**src/rtl/seg_scan_pkg.sv**
```systemverilog
// seg_scan_pkg: segment table, scan FSM encoding and pattern decode shared by the
// seven-segment scan decoder.
package seg_scan_pkg;
  typedef enum logic [1:0] {IDLE, SETTLE, HOLD} state_e;
  // Active-low {g,f,e,d,c,b,a} patterns, entry k displays hex digit k.
  localparam logic [15:0][6:0] SEG_LUT = {
    7'h0E, 7'h06, 7'h21, 7'h46, 7'h03, 7'h08, 7'h10, 7'h00,
    7'h78, 7'h02, 7'h12, 7'h19, 7'h30, 7'h24, 7'h79, 7'h40
  };
  function automatic logic [4:0] seg_to_hex(input logic [6:0] pat);
    logic [4:0] r;
    r = 5'd0;
    for (int k = 0; k < 16; k++)
      if (SEG_LUT[k] == pat) r = {1'b1, k[3:0]};
    return r;
  endfunction
endpackage

```
**src/rtl/seg_sample_settle.sv**
```systemverilog
// seg_sample_settle: resynchronises the display bus and strobes a capture once the
// selected digit has been stable for SETTLE_CYCLES samples.
module seg_sample_settle
  import seg_scan_pkg::*;
#(
  parameter int SETTLE_CYCLES = 4,
  parameter int CNT_W = 21
) (
  input  logic       clk,
  input  logic       reset,
  input  logic [6:0] seg0,
  input  logic [6:0] seg1,
  input  logic [7:0] anode,
  output logic       cap,
  output logic [2:0] cap_idx,
  output logic [6:0] cap_pat,
  output logic       bad_anode
);
  logic [21:0] sync1_q, sync2_q;
  state_e state_q, state_d;
  logic [CNT_W-1:0] cnt_q, cnt_d;
  logic [14:0] prev_q, prev_d, sample;
  logic [7:0] s_an, an_n;
  logic [6:0] sel;
  logic [2:0] idx;
  logic blank, one_low;
  assign s_an = sync2_q[21:14];
  assign an_n = ~s_an;
  always_comb begin
    idx = 3'd0;
    for (int k = 0; k < 8; k++)
      if (an_n[k]) idx = k[2:0];
    sel = idx[2] ? sync2_q[13:7] : sync2_q[6:0];
    sample = {s_an, sel};
    blank = &s_an;
    one_low = |an_n && ~|(an_n & (an_n - 8'd1));
    state_d = state_q;
    cnt_d = cnt_q;
    prev_d = prev_q;
    cap = 1'b0;
    if (blank || !one_low) state_d = IDLE;
    else if (state_q == IDLE || sample != prev_q) begin
      state_d = SETTLE;
      cnt_d = CNT_W'(1);
      prev_d = sample;
    end else if (state_q == SETTLE) begin
      cnt_d = cnt_q + 1'b1;
      cap = cnt_d == CNT_W'(SETTLE_CYCLES);
      state_d = cap ? HOLD : SETTLE;
    end
  end
  assign cap_idx = idx;
  assign cap_pat = sel;
  assign bad_anode = !blank && !one_low;
  // Sync flops reset to a blank display so release never looks like a bad anode.
  always_ff @(posedge clk or negedge reset) begin
    if (!reset) begin
      sync1_q <= '1;
      sync2_q <= '1;
      state_q <= IDLE;
      cnt_q <= '0;
      prev_q <= '0;
    end else begin
      sync1_q <= {anode, seg1, seg0};
      sync2_q <= sync1_q;
      state_q <= state_d;
      cnt_q <= cnt_d;
      prev_q <= prev_d;
    end
  end
endmodule

```
**src/rtl/seg_scan_decoder.sv**
```systemverilog
// seg_scan_decoder: rebuilds the 32-bit hex value shown on the scanned display and
// flags complete frames, value changes, bad patterns and a stalled scan.
module seg_scan_decoder
  import seg_scan_pkg::*;
#(
  parameter int SETTLE_CYCLES = 4,
  parameter int TIMEOUT_CYCLES = 1048576,
  parameter int CNT_W = 21
) (
  input  logic        clk,
  input  logic        reset,
  input  logic [6:0]  seg0,
  input  logic [6:0]  seg1,
  input  logic [7:0]  anode,
  output logic [31:0] value,
  output logic        frame_valid,
  output logic        changed,
  output logic        seg_err,
  output logic        stalled
);
  localparam logic [CNT_W-1:0] TMO = CNT_W'(TIMEOUT_CYCLES);
  logic cap, bad_anode, hit, full;
  logic [2:0] cap_idx;
  logic [6:0] cap_pat;
  logic [4:0] dec;
  logic [31:0] shadow_q, shadow_d, value_q, value_d;
  logic [7:0] mask_q, mask_d;
  logic fv_q, fv_d, chg_q, chg_d, err_q, err_d;
  logic [CNT_W-1:0] tmo_q, tmo_d;
  seg_sample_settle #(.SETTLE_CYCLES(SETTLE_CYCLES), .CNT_W(CNT_W)) u_settle (
    .clk(clk), .reset(reset), .seg0(seg0), .seg1(seg1), .anode(anode),
    .cap(cap), .cap_idx(cap_idx), .cap_pat(cap_pat), .bad_anode(bad_anode)
  );
  // A capture landing in the frame-completion cycle belongs to the next frame.
  always_comb begin
    dec = seg_to_hex(cap_pat);
    hit = cap & dec[4];
    full = &mask_q;
    shadow_d = shadow_q;
    if (hit) shadow_d[{cap_idx, 2'b00} +: 4] = dec[3:0];
    mask_d = (full ? 8'h00 : mask_q) | (hit ? 8'h01 << cap_idx : 8'h00);
    value_d = full ? shadow_q : value_q;
    fv_d = full;
    chg_d = full && shadow_q != value_q;
    err_d = err_q | bad_anode | (cap & ~dec[4]);
    tmo_d = cap ? '0 : tmo_q == TMO ? tmo_q : tmo_q + 1'b1;
  end
  always_ff @(posedge clk or negedge reset) begin
    if (!reset) begin
      shadow_q <= '0;
      value_q <= '0;
      mask_q <= '0;
      fv_q <= 1'b0;
      chg_q <= 1'b0;
      err_q <= 1'b0;
      tmo_q <= '0;
    end else begin
      shadow_q <= shadow_d;
      value_q <= value_d;
      mask_q <= mask_d;
      fv_q <= fv_d;
      chg_q <= chg_d;
      err_q <= err_d;
      tmo_q <= tmo_d;
    end
  end
  assign value = value_q;
  assign frame_valid = fv_q;
  assign changed = chg_q;
  assign seg_err = err_q;
  assign stalled = tmo_q == TMO;
endmodule
```
**config.mk**
```make
export PLATFORM = sky130hd
export DESIGN_NAME = seg_scan_decoder
export DESIGN_NICKNAME = d
export VERILOG_FILES = /design/src/rtl/seg_scan_pkg.sv /design/src/rtl/seg_sample_settle.sv /design/src/rtl/seg_scan_decoder.sv
export SDC_FILE = /design/constraint.sdc
export NUM_CORES = 1
export LEC_CHECK = 0
export ABC_AREA = 1
export CAP_MARGIN = 30
export CORE_ASPECT_RATIO = 1.4
export CORE_MARGIN = 3
export CORE_UTILIZATION = 64
export DETAILED_ROUTE_END_ITERATION = 10
export PLACE_DENSITY = 0.95
export SLEW_MARGIN = 5
export SYNTH_ARGS = -nofsm -noshare
export SYNTH_HDL_FRONTEND = slang
export SYNTH_SLANG_ARGS = --single-unit
```
**constraint.sdc**
```tcl
create_clock -name clk -period 7.7 [get_ports clk]
set_input_delay 1.54 -clock clk [delete_from_list [all_inputs] [get_ports clk]]
set_output_delay 1.54 -clock clk [all_outputs]
set_load 0.005 [all_outputs]
```
==> metrics.yaml, run 1 <==
outcome:
  run_status: "complete, no violations"
global_route:
  global_route_met3_utilization: 0.0545
  top_usage_layer: "met2"
  met2_usage: 0.486
  grt_start_max_net_pins: 104
  grtUsageTotal: 0.284
  grt_pass1_wl_um: 35800
  met1_usage: 0.328
  first_global_vias: 7885
  grt_antenna_before_repair: 0
  grt-ovfl-total: 0
timing:
  worst_hold_slack_ps: 354
  final.setup.worst_slack_ps: 3670
  slew_viol_final: 0
  setup_tns_ps: 0
  finalHoldViolCount: 0
  timing.slew.headroom: 0.299
  setup_violations: 0
  finClkSkew_ps: 11.2
  final_period_minus_worst_setup_slack_ps: 4030
  rsz0062_at_grt: "no"
  final.period_utilization: 0.523
  max_clock_freq_mhz: 248
  tightestPinTransition_ps: 1040
pwr:
  powerDensity_nw_per_um2: 192
  vdd.ir_drop.worst_mv: 0.149
  leakage_uw: 0.00525
clock_tree:
  htree_levels: 4
  worst_skew_pair.late_latency_ps: 440
  cts_setup_buffers: 0
  cts_made_buffers: 17
  cts_hold_repair.buffers: 0
  clkSinkCount: 178
  cts_buffer_depth: 2
  clock-root-buffer: "sky130_fd_sc_hd__clkbuf_16"
  clk_pin_slew_worst_paths_ps: 70
  cts_tree: "built"
  ctsResizeCount: 0
layout:
  post-route-util: 0.750
  n_antenna_cell: 0
  area_delta_synth_final_pct: 14.7
  layoutNonFillerInstCount: 1385
  fillerInstances: 909
  fin_nets: 1221
  drive_above_1_share: 0.107
synth:
  netlist_area_um2: 9130
  netlist_top_cells_area: "sky130_fd_sc_hd__dfrtp_1 37%, sky130_fd_sc_hd__nand2_1 14%, sky130_fd_sc_hd__dfstp_2 13%, sky130_fd_sc_hd__inv_1 5.9%, sky130_fd_sc_hd__nor2_1 3.7%"
  ys_warn_count: 0
  syn_nets: 1163
  netlist-cell-type-count: 44
  synth.yosys.seq_area_share: 0.494
  post_synth_inst_count: 1129
  synth-edff-count: 0
  netlist.area_leader.share: 0.367
  syn-mean-instance-area_um2: 8.09
  synth_top_flop_cell: "sky130_fd_sc_hd__dfrtp_1"
  synth_area_leader_cell: "sky130_fd_sc_hd__dfrtp_1"
  post_synth_most_frequent_cells: "338 x sky130_fd_sc_hd__nand2_1, 143 x sky130_fd_sc_hd__inv_1, 134 x sky130_fd_sc_hd__dfrtp_1, 89 x sky130_fd_sc_hd__nor2_1, 60 x sky130_fd_sc_hd__o21ai_0"
  synth.most_common_cell: "sky130_fd_sc_hd__nand2_1"
  number_of_synthesized_register_bits: 178
  async_flop_share: 1.00
detailed_routing:
  drt_iter0_drc: 534
  firstDrtPassIters: 5
  routed-via-count: 7939
  route.detailed.drc: 0
  viasPerCell: 5.73
  antenna_violating_nets_post_route: 0
  routed_wirelength_um: 21400
  wire_per_inst_um: 15.4
critical_path:
  critical_path.endpoint_type: "flip-flop"
  timing.critical_path.max_delay_family: "simple AND/OR/NAND/NOR gates"
  timing.critical_path.mode_cell: "sky130_fd_sc_hd__nand2_1"
  crit_path_max_fanout: 23
  worstPathArrival_ps: 4350
  worst_path_max_delay_cell: "sky130_fd_sc_hd__nor2_4"
  start_kind: "flip-flop"
  crit_chain: "ha_1, nand2_1, nor2_2, nand3_1, xor2_1, nand2_1, nor2_1, nand3_1, nor2_1, nand4_2, nor2_4, nand3_1, nand2_1, nand2_1"
  path_class: "reg2reg"
  slowest_delay_ps: 680
  path_buf_inv: 0
  timing.critical_path.required_ps: 8020
hold_path:
  hp-class: "reg2reg"
floorplanning:
  num_io_pins: 60
  placementRows: 51
  floorplan.initialDensity: 0.654
  die_x_um: 107
  die_area_um2: 15800
  core_um2: 14000
  chipHeight_um: 147
placement:
  port_buffers: 59
  place_worst_setup_slack_ps: 4020
  placedCellCount: 1351
  dp_hpwl_um: 14200
  gpl.final_weighted_congestion: 0.934
flow_run:
  maxCapViolations: 0
## layer usage
metal,part of all wire,vias up
met1,0.37,3696
met4,0.051,0
met2,0.52,400
met3,0.065,106
li1,-,3737
met5,0,-
## area by class of cell
cell class / instances / area [µm²] / area share
Clock buffer: 17 / 425 / 0.0406
Clock inverter: 15 / 164 / 0.0156
Inverter: 152 / 571 / 0.0545
Multi-Input combinational cell: 775 / 3920 / 0.374
Sequential cell: 178 / 4510 / 0.430
Tap cell: 185 / 231 / 0.0221
Timing Repair Buffer: 63 / 662 / 0.0632
## power by group
part	internal, µW	switching [µW]
Combinational	53.7	103
Sequential	977	26.9
Clock	437	419
## per-stage QoR
step	cell area [µm²]	total power, µW
finish	10500	2020
global route	10500	2090
CTS	10400	2020
detailed placement	9830	1170
global placement	9830	1160
floorplan	9130	1110
## path summary, 6_finish.rpt
path / from / endpoint / slack (ps) / depth (start not counted)
hold / removal: u_settle.sync1_q[16]$_DFF_PN1_ / u_settle.sync2_q[16]$_DFF_PN1_ / 350 / 0
min in group asynchronous: reset / value[26]$_DFFE_PN0P_ / 860 / 1
setup reg to reg: u_settle.cnt_q[0]$_DFFE_PN0P_ / shadow_q[12]$_DFFE_PN0P_ / 3670 / 14
hold reg to reg: u_settle.sync1_q[16]$_DFF_PN1_ / u_settle.sync2_q[16]$_DFF_PN1_ / 350 / 0
setup / recovery: u_settle.cnt_q[0]$_DFFE_PN0P_ / shadow_q[12]$_DFFE_PN0P_ / 3670 / 14
max in group asynchronous: reset / u_settle.sync2_q[20]$_DFF_PN1_ / 5460 / 4
## placed cells by master, fill, tap and decap left out, drive strengths merged, types with 13 or more instances in the layout
master,n
dfrtp,134
o22ai,19
nand4,41
inv,159
nor4,13
xor2,37
nor2,102
clkbuf,17
nand2,347
o21ai,83
nand3,57
clkdlybuf4s50,58
nor3,32
dfstp,44
## logic make-up after synthesis
kind of cell / synth area share
simple gates: 0.299
flops: 0.494
buf+inv: 0.0777
compound gates: 0.0704
xor+xnor: 0.0432
fa+ha+maj: 0.0148
mux: 0.00123
## sequential cells by signal, indices dropped and copies added, names as in the netlist
register,cells
changed,1
frame_valid,1
mask_q,8
seg_err,1
shadow_q,32
tmo_q,21
u_settle.cnt_q,21
u_settle.prev_q,15
u_settle.state_q,2
u_settle.sync1_q,22
u_settle.sync2_q,22
value,32
Power figures use the tool's default switching activity.
==> run 2: changes to the inputs <==
--- a/config.mk
+++ b/config.mk
@@ -9,9 +9,9 @@
 export CAP_MARGIN = 30
 export CORE_ASPECT_RATIO = 1.4
 export CORE_MARGIN = 3
-export CORE_UTILIZATION = 64
+export CORE_UTILIZATION = 60
 export DETAILED_ROUTE_END_ITERATION = 10
-export PLACE_DENSITY = 0.95
+export PLACE_DENSITY = 0.91
 export SLEW_MARGIN = 5
 export SYNTH_ARGS = -nofsm -noshare
 export SYNTH_HDL_FRONTEND = slang
==> constraint.sdc (replaced) <==
create_clock -name clk -period 3.8 [get_ports clk]
set_input_delay 0.76 -clock clk [delete_from_list [all_inputs] [get_ports clk]]
set_output_delay 0.76 -clock clk [all_outputs]
set_load 0.005 [all_outputs]
==> metrics.yaml, run 2 (synthesized netlist as in run 1, its figures left out) <==
detailed_routing:
  viasPerCell: 5.59  # was 5.73
  antenna_violating_nets_post_route: 0  # unchanged
  wire_per_inst_um: 14.9  # was 15.4 µm
  drt_iter0_drc: 534  # unchanged
  route.detailed.drc: 0  # unchanged
  routed_wirelength_um: 20700  # was 21,400 µm
  firstDrtPassIters: 6  # was 5
  routed-via-count: 7806  # was 7,939
critical_path:
  critical_path.endpoint_type: "flip-flop"  # unchanged
  path_class: "reg2reg"  # unchanged
  crit_path_max_fanout: 15  # was 23
  timing.critical_path.required_ps: 4190  # was 8020 ps
  worstPathArrival_ps: 3710  # was 4350 ps
  start_kind: "flip-flop"  # unchanged
pwr:
  leakage_uw: 0.00528  # was 0.00525 µW
  vdd.ir_drop.worst_mv: 0.363  # was 0.149 mV
  powerDensity_nw_per_um2: 395  # was 192 nW/µm²
  p_int_uw: 3040  # was 1470 µW
  seq_power_share: 0.490  # was 0.498
  p_comb_frac: 0.077  # was 0.078
  sw_frac_of_total: 0.270  # was 0.272
  fin_total_pwr_uw: 4160  # was 2020 µW
  power.clock.fraction: 0.433  # was 0.424
  total_switching_power_uw: 1120  # was 549 µW
global_route:
  grt_pass1_wl_um: 35500  # was 35,800 µm
  first_global_vias: 7862  # was 7,885
  grt-ovfl-total: 0  # unchanged
  grtUsageTotal: 0.262  # was 0.284
  grt_antenna_before_repair: 0  # unchanged
  grt_start_max_net_pins: 83  # was 104
floorplanning:
  num_io_pins: 60  # unchanged
  die_x_um: 110  # was 107 µm
  die_area_um2: 16800  # was 15,800 µm²
  chipHeight_um: 152  # was 147 µm
  floorplan.initialDensity: 0.621  # was 0.654
  placementRows: 52  # was 51
  core_um2: 14700  # was 14,000 µm²
clock_tree:
  clock-root-buffer: "sky130_fd_sc_hd__clkbuf_16"  # unchanged
  cts_buffer_depth: 2  # unchanged
  cts_made_buffers: 17  # unchanged
  cts_hold_repair.buffers: 0  # unchanged
  worst_skew_pair.late_latency_ps: 440  # about the same
  clkSinkCount: 178  # unchanged
  cts_setup_buffers: 0  # unchanged
  ctsResizeCount: 0  # unchanged
  htree_levels: 4  # unchanged
  cts_tree: "built"  # unchanged
  clk_pin_slew_worst_paths_ps: 80  # was 70 ps
timing:
  rsz0062_at_grt: "no"  # unchanged
  tightestPinTransition_ps: 770  # was 1040 ps
  setup_tns_ps: 0  # unchanged
  max_clock_freq_mhz: 301  # was 248 MHz
  finClkSkew_ps: 12.1  # was 11.2 ps
  final.period_utilization: 0.874  # was 0.523
  finalHoldViolCount: 0  # unchanged
  timing.slew.headroom: 0.486  # was 0.299
  worst_hold_slack_ps: 349  # was 354 ps
  final_period_minus_worst_setup_slack_ps: 3320  # was 4030 ps
  slew_viol_final: 0  # unchanged
  setup_violations: 0  # unchanged
placement:
  port_buffers: 59  # unchanged
  gpl.final_weighted_congestion: 0.943  # was 0.934
  dp_hpwl_um: 14600  # was 14,200 µm
  postPlaceCellArea_um2: 9920  # was 9830 µm²
  placedCellCount: 1364  # was 1,351
flow_run:
  maxCapViolations: 0  # unchanged
outcome:
  run_status: "complete, no violations"  # unchanged
layout:
  area_delta_synth_final_pct: 15.3  # was 14.7%
  n_antenna_cell: 0  # unchanged
  area_of_all_placed_cells_without_fillers_um2: 10500  # about the same
  layout_common_cells: "338 x sky130_fd_sc_hd__nand2_1, 143 x sky130_fd_sc_hd__inv_1, 134 x sky130_fd_sc_hd__dfrtp_1"  # unchanged
  mostFrequentLayoutCell: "sky130_fd_sc_hd__nand2_1"  # unchanged
  fin_nets: 1228  # was 1,221
  drive_above_1_share: 0.112  # was 0.107
  layoutNonFillerInstCount: 1396  # was 1,385
hold_path:
  hp-class: "in2async"  # was reg2reg
[run 2: cell count changes in the layout (fill, tap and decap cells not counted), sizes merged]
cell,previous run,this run
buf,5,12
clkinv,7,5
bufinv,0,1
clkinvlp,1,2
[run 2: final cells by class]
type	instances	area, µm²
clock inverters	15	185
multi-input cells	775	3920
clock buffers	17	425
fillers	1088	4180
repair buffers	70	687
flip-flops and latches	178	4510
inverters	152	571
well taps	189	236
[run 2: final timing paths]
check / start / to / slack (ps) / cells past startpoint
worst max-delay path: u_settle.sync2_q[17]$_DFF_PN1_ / shadow_q[24]$_DFFE_PN0P_ / 480 / 12
worst min-delay path: reset / u_settle.prev_q[3]$_DFFE_PN0P_ / 350 / 1
worst max register to register: u_settle.sync2_q[17]$_DFF_PN1_ / shadow_q[24]$_DFFE_PN0P_ / 480 / 12
worst min register to register: u_settle.sync1_q[7]$_DFF_PN1_ / u_settle.sync2_q[7]$_DFF_PN1_ / 350 / 0
max in group asynchronous: reset / u_settle.sync2_q[20]$_DFF_PN1_ / 2590 / 2
min in group clk: u_settle.sync1_q[7]$_DFF_PN1_ / u_settle.sync2_q[7]$_DFF_PN1_ / 350 / 0
[run 2: power by group through the flow]
stage	sequential (µW)	combinational (µW)	clock, µW
after floorplan	2060	198	0
after global placement	2060	303	0
after detailed placement	2070	314	0
after CTS	2040	320	1820
after global routing	2050	363	1900
final	2040	319	1800
[run 2: worst max-delay path, stage by stage, from the launching register on]
cell and delay, ps:
sky130_fd_sc_hd__dfstp_2 550, sky130_fd_sc_hd__inv_1 70, sky130_fd_sc_hd__a21oi_1 120, sky130_fd_sc_hd__o21ai_1 110, sky130_fd_sc_hd__a21oi_1 590, sky130_fd_sc_hd__ha_1 290
sky130_fd_sc_hd__ha_1 410, sky130_fd_sc_hd__inv_1 340, sky130_fd_sc_hd__nor2_1 330, sky130_fd_sc_hd__nand4_1 220, sky130_fd_sc_hd__nand2_1 100, sky130_fd_sc_hd__nand2_1 70
sky130_fd_sc_hd__inv_1 60
[run 2: stage by stage]
| step | utilization | worst slack, ps |
|---|---|---|
| global route | 0.716 | 212 |
| finish | 0.716 | 478 |
| global placement | 0.675 | 779 |
| CTS | 0.716 | 561 |
| floorplan | - | 1080 |
| detailed placement | 0.675 | 642 |
[run 2: routing by layer]
metal,up-vias,global-route usage,part of all wire
met3,88,0.0433,0.048
met5,-,0,0
met4,0,0.137,0.044
met1,3672,0.322,0.39
li1,3754,-,-
met2,292,0.437,0.52
==> RTL change 1 (settings of run 1) <==
`CNT_W` is set to 21 in 2 places; all go to 19.
--- a/src/rtl/seg_sample_settle.sv
+++ b/src/rtl/seg_sample_settle.sv
@@ -6,3 +6,3 @@
   parameter int SETTLE_CYCLES = 4,
-  parameter int CNT_W = 21
+  parameter int CNT_W = 19
 ) (
--- a/src/rtl/seg_scan_decoder.sv
+++ b/src/rtl/seg_scan_decoder.sv
@@ -7,3 +7,3 @@
   parameter int TIMEOUT_CYCLES = 1048576,
-  parameter int CNT_W = 21
+  parameter int CNT_W = 19
 ) (
Behaviour: not the same (Yosys sat finds a counterexample within 4 cycles, from zero or initial values and one cycle with reset low).
==> RTL change 1 against run 1 <==
- power fell by 1.6%
- die area fell by 2.0%
- final area decreased by 2.1%
- hold slack worse by 5.3 ps
- sequential cell count down 4
- largest power group unchanged
- final cell count shrank 1.2%
- setup slack worse by 230 ps
- routed wire length decreased by 3.7%
- area after synthesis down 2.1%
- clock skew is essentially flat
==> RTL change 1: results (changes against run 1) <==
metric,value,unit,change
grt met1 use,32.3,%,was 32.8%
outcome,"finished, final reports clean",,unchanged
Syn Inst Count,1116,,was 1129
Signal buffers,62,,was 63
cell count of the worst reg-to-reg path,12,,was 14
Routed wire per std cell,15.0,microns,was 15.4 microns
hold endpoint,u_settle.sync2_q[18]$_DFF_PN1_,,was u_settle.sync2_q[16]$_DFF_PN1_
Placed Cells,1335,,was 1351
Crit. Startpoint,tmo_q[6]$_DFFE_PN0P_,,was u_settle.cnt_q[0]$_DFFE_PN0P_
Data buffer area share,6.18,%,was 6.32%
Worst-Margin Slew,918,ps,was 1040 ps
"Seq/Total Area, Yosys",49.3,%,was 49.4%
Comb power frac,8.2,%,was 7.8%
final worst slack,3440,ps,was 3670 ps
share of cells above drive strength 1,11.2,%,was 10.7%
#MultiIn Comb,772,,was 775
DP Area,9660,sq um,was 9830 sq um
"Distinct cells, synth",45,,was 44
Worst Hold Launch,u_settle.sync1_q[18]$_DFF_PN1_,,was u_settle.sync1_q[16]$_DFF_PN1_
Fill cells,920,,was 909
sequential fraction of total cell area,43.0,%,about the same
dpl ws,3920,ps,was 4020 ps
first-pass GRT wire length,34.8,mm,was 35.8 mm
met3 WL,971,microns,was 1.38 mm
DRT met1 WL,7.86,mm,was 7.81 mm
Routed met2 length,10.9,mm,was 11.1 mm
met3 usage,4.13,%,was 5.45%
Synth area leaders,"dfrtp_1 36%, nand2_1 13%, dfstp_2 13%",,"was dfrtp_1 37%, nand2_1 14%, dfstp_2 13%"
Fin Hold WS,349,ps,was 354 ps
largest net degree at the start of global routing,100,,was 104
==> RTL change 1: cell count changes after synthesis, sizes merged, moves of 4 or more <==
cell / run 1 / this run
dfrtp: 134 / 130
inv: 151 / 146
nand2: 347 / 332
nand3: 57 / 70
nand3b: 1 / 6
nor2: 102 / 111
nor4: 13 / 6
o21ai: 83 / 79
o22ai: 19 / 15
or2: 4 / 9
xnor2: 8 / 25
xor2: 37 / 10
==> RTL change 1: kinds of logic (layout without fill, tap and decap cells) <==
kind of cell               count (synthesis)  after routing  synth area share [%]
adders and majority gates                 10             10                  1.40
and+or+nand+nor                          610            610                  31.3
buffers and inverters                    170            240                  7.50
xor gates and xnor gates                  35             35                  3.43
AOI/OAI and AO/OA                        117            117                  7.12
DFF                                      174            174                  49.3
==> RTL change 1: critical path: stages (launching register included) <==
cell and delay [ps]:
dfrtp_1 430, or4_1 530, nor4_1 670, clkdlybuf4s50_1 650
==> RTL change 2 (flow settings as in run 1) <==
Made on the original files. The 3 states of `state_e` get a one-hot encoding in 3 bits.
--- a/src/rtl/seg_scan_pkg.sv
+++ b/src/rtl/seg_scan_pkg.sv
@@ -3,3 +3,3 @@
 package seg_scan_pkg;
-  typedef enum logic [1:0] {IDLE, SETTLE, HOLD} state_e;
+  typedef enum logic [2:0] {IDLE = 3'b001, SETTLE = 3'b010, HOLD = 3'b100} state_e;
   // Active-low {g,f,e,d,c,b,a} patterns, entry k displays hex digit k.
Formal check against the unedited RTL: same outputs for any inputs over 10 cycles, from zero or initial values and one cycle with reset low; not proved beyond that.
==> RTL change 2 against run 1 <==
- routed wire length shrank 1.0%
- area after synthesis shrank 0.97%
- power shrank 2.0%
- combinational power shrank 12%
- final area shrank 1.2%
- via count shrank 3.2%
- sequential cell count grew 1
- critical endpoint is now shadow_q[26]$_DFFE_PN0P_
- non-clock buffer count is the same
- setup slack lost 7.9 ps
==> RTL change 2: results (changes against run 1) <==
metric,value,unit,change
Critical Path Fanout Max,19,,was 23
Worst R2R Start,u_settle.sync2_q[15]$_DFF_PN1_,,was u_settle.cnt_q[0]$_DFFE_PN0P_
P_int,0.00146,W,was 0.00147 W
grt met1 use,34.1,%,was 32.8%
Clk pwr share,42.1,%,was 42.4%
vias in the first global route,7600,,was 7885
Flop pwr share,51.0,%,was 49.8%
Adder-Cell Fraction of Synth Area,1.38,%,was 1.48%
cell count of the worst reg-to-reg path,11,,was 14
Critical Path End,shadow_q[26]$_DFFE_PN0P_,,was shadow_q[12]$_DFFE_PN0P_
met2 Use GR,49.5,%,was 48.6%
Final HPWL DP,14.5,mm,was 14.2 mm
Worst Hold Launch,u_settle.sync1_q[8]$_DFF_PN1_,,was u_settle.sync1_q[16]$_DFF_PN1_
Commonest cells post-synth,"345 x nand2_1, 134 x dfrtp_1, 132 x inv_1",,"was 338 x nand2_1, 143 x inv_1, 134 x dfrtp_1"
DP Area,9730,sq um,was 9830 sq um
reg2reg end,shadow_q[26]$_DFFE_PN0P_,,was shadow_q[12]$_DFFE_PN0P_
total track usage,28.1,%,was 28.4%
drt total wl,21.1,mm,was 21.4 mm
Routed met2 length,11.2,mm,was 11.1 mm
complex-gate fraction of the synthesized area,5.55,%,was 7.04%
GPL Wtd Cong,0.955,,was 0.934
mux cell area share after synthesis,0,%,was 0.123%
hold endpoint,u_settle.sync2_q[8]$_DFF_PN1_,,was u_settle.sync2_q[16]$_DFF_PN1_
reg2reg setup slack,3670,ps,about the same
share of the synthesized area in the top cell type,37.1,%,was 36.7%
Worst-Margin Slew,995,ps,was 1040 ps
Worst VDD drop,0.000165,V,was 0.000149 V
crit-path max cell delay,720,ps,was 680 ps
share of cells above drive strength 1,10.9,%,was 10.7%
synthesized net count,1126,,was 1163
Setup Skew,13.9,ps,was 11.2 ps
largest net degree at the start of global routing,114,,was 104
DRT met1 WL,8.14,mm,was 7.81 mm
outcome,"finished, final reports clean",,unchanged
xor-xnor portion of the synthesized cell area,5.23,%,was 4.32%
Synth area leaders,"dfrtp_1 37%, nand2_1 14%, dfstp_2 13%",,unchanged
first-pass GRT wire length,35.5,mm,was 35.8 mm
==> RTL change 2: per-stage QoR <==
step / hold WS, ps / worst slack, ps / utilization [%] / cells / total power [W]
after floorplan: 345 / 4600 / - / 1092 / 0.00110
after global placement: 345 / 3990 / 71.7 / 1310 / 0.00115
after detailed placement: 347 / 3780 / 71.7 / 1310 / 0.00116
after CTS: 354 / 3700 / 75.9 / 1342 / 0.00198
after global routing: 354 / 3390 / 76.3 / 1344 / 0.00205
final: 357 / 3670 / 76.3 / 1344 / 0.00198
==> RTL change 2: layout make-up <==
| class | count | area, sq um |
|---|---|---|
| tap | 182 | 228 |
| inverter | 140 | 526 |
| clock buffer | 18 | 429 |
| multi-input combinational | 748 | 3830 |
| timing repair buffer | 63 | 662 |
| sequential | 179 | 4540 |
| clock inverter | 14 | 138 |
| fill | 882 | 3220 |
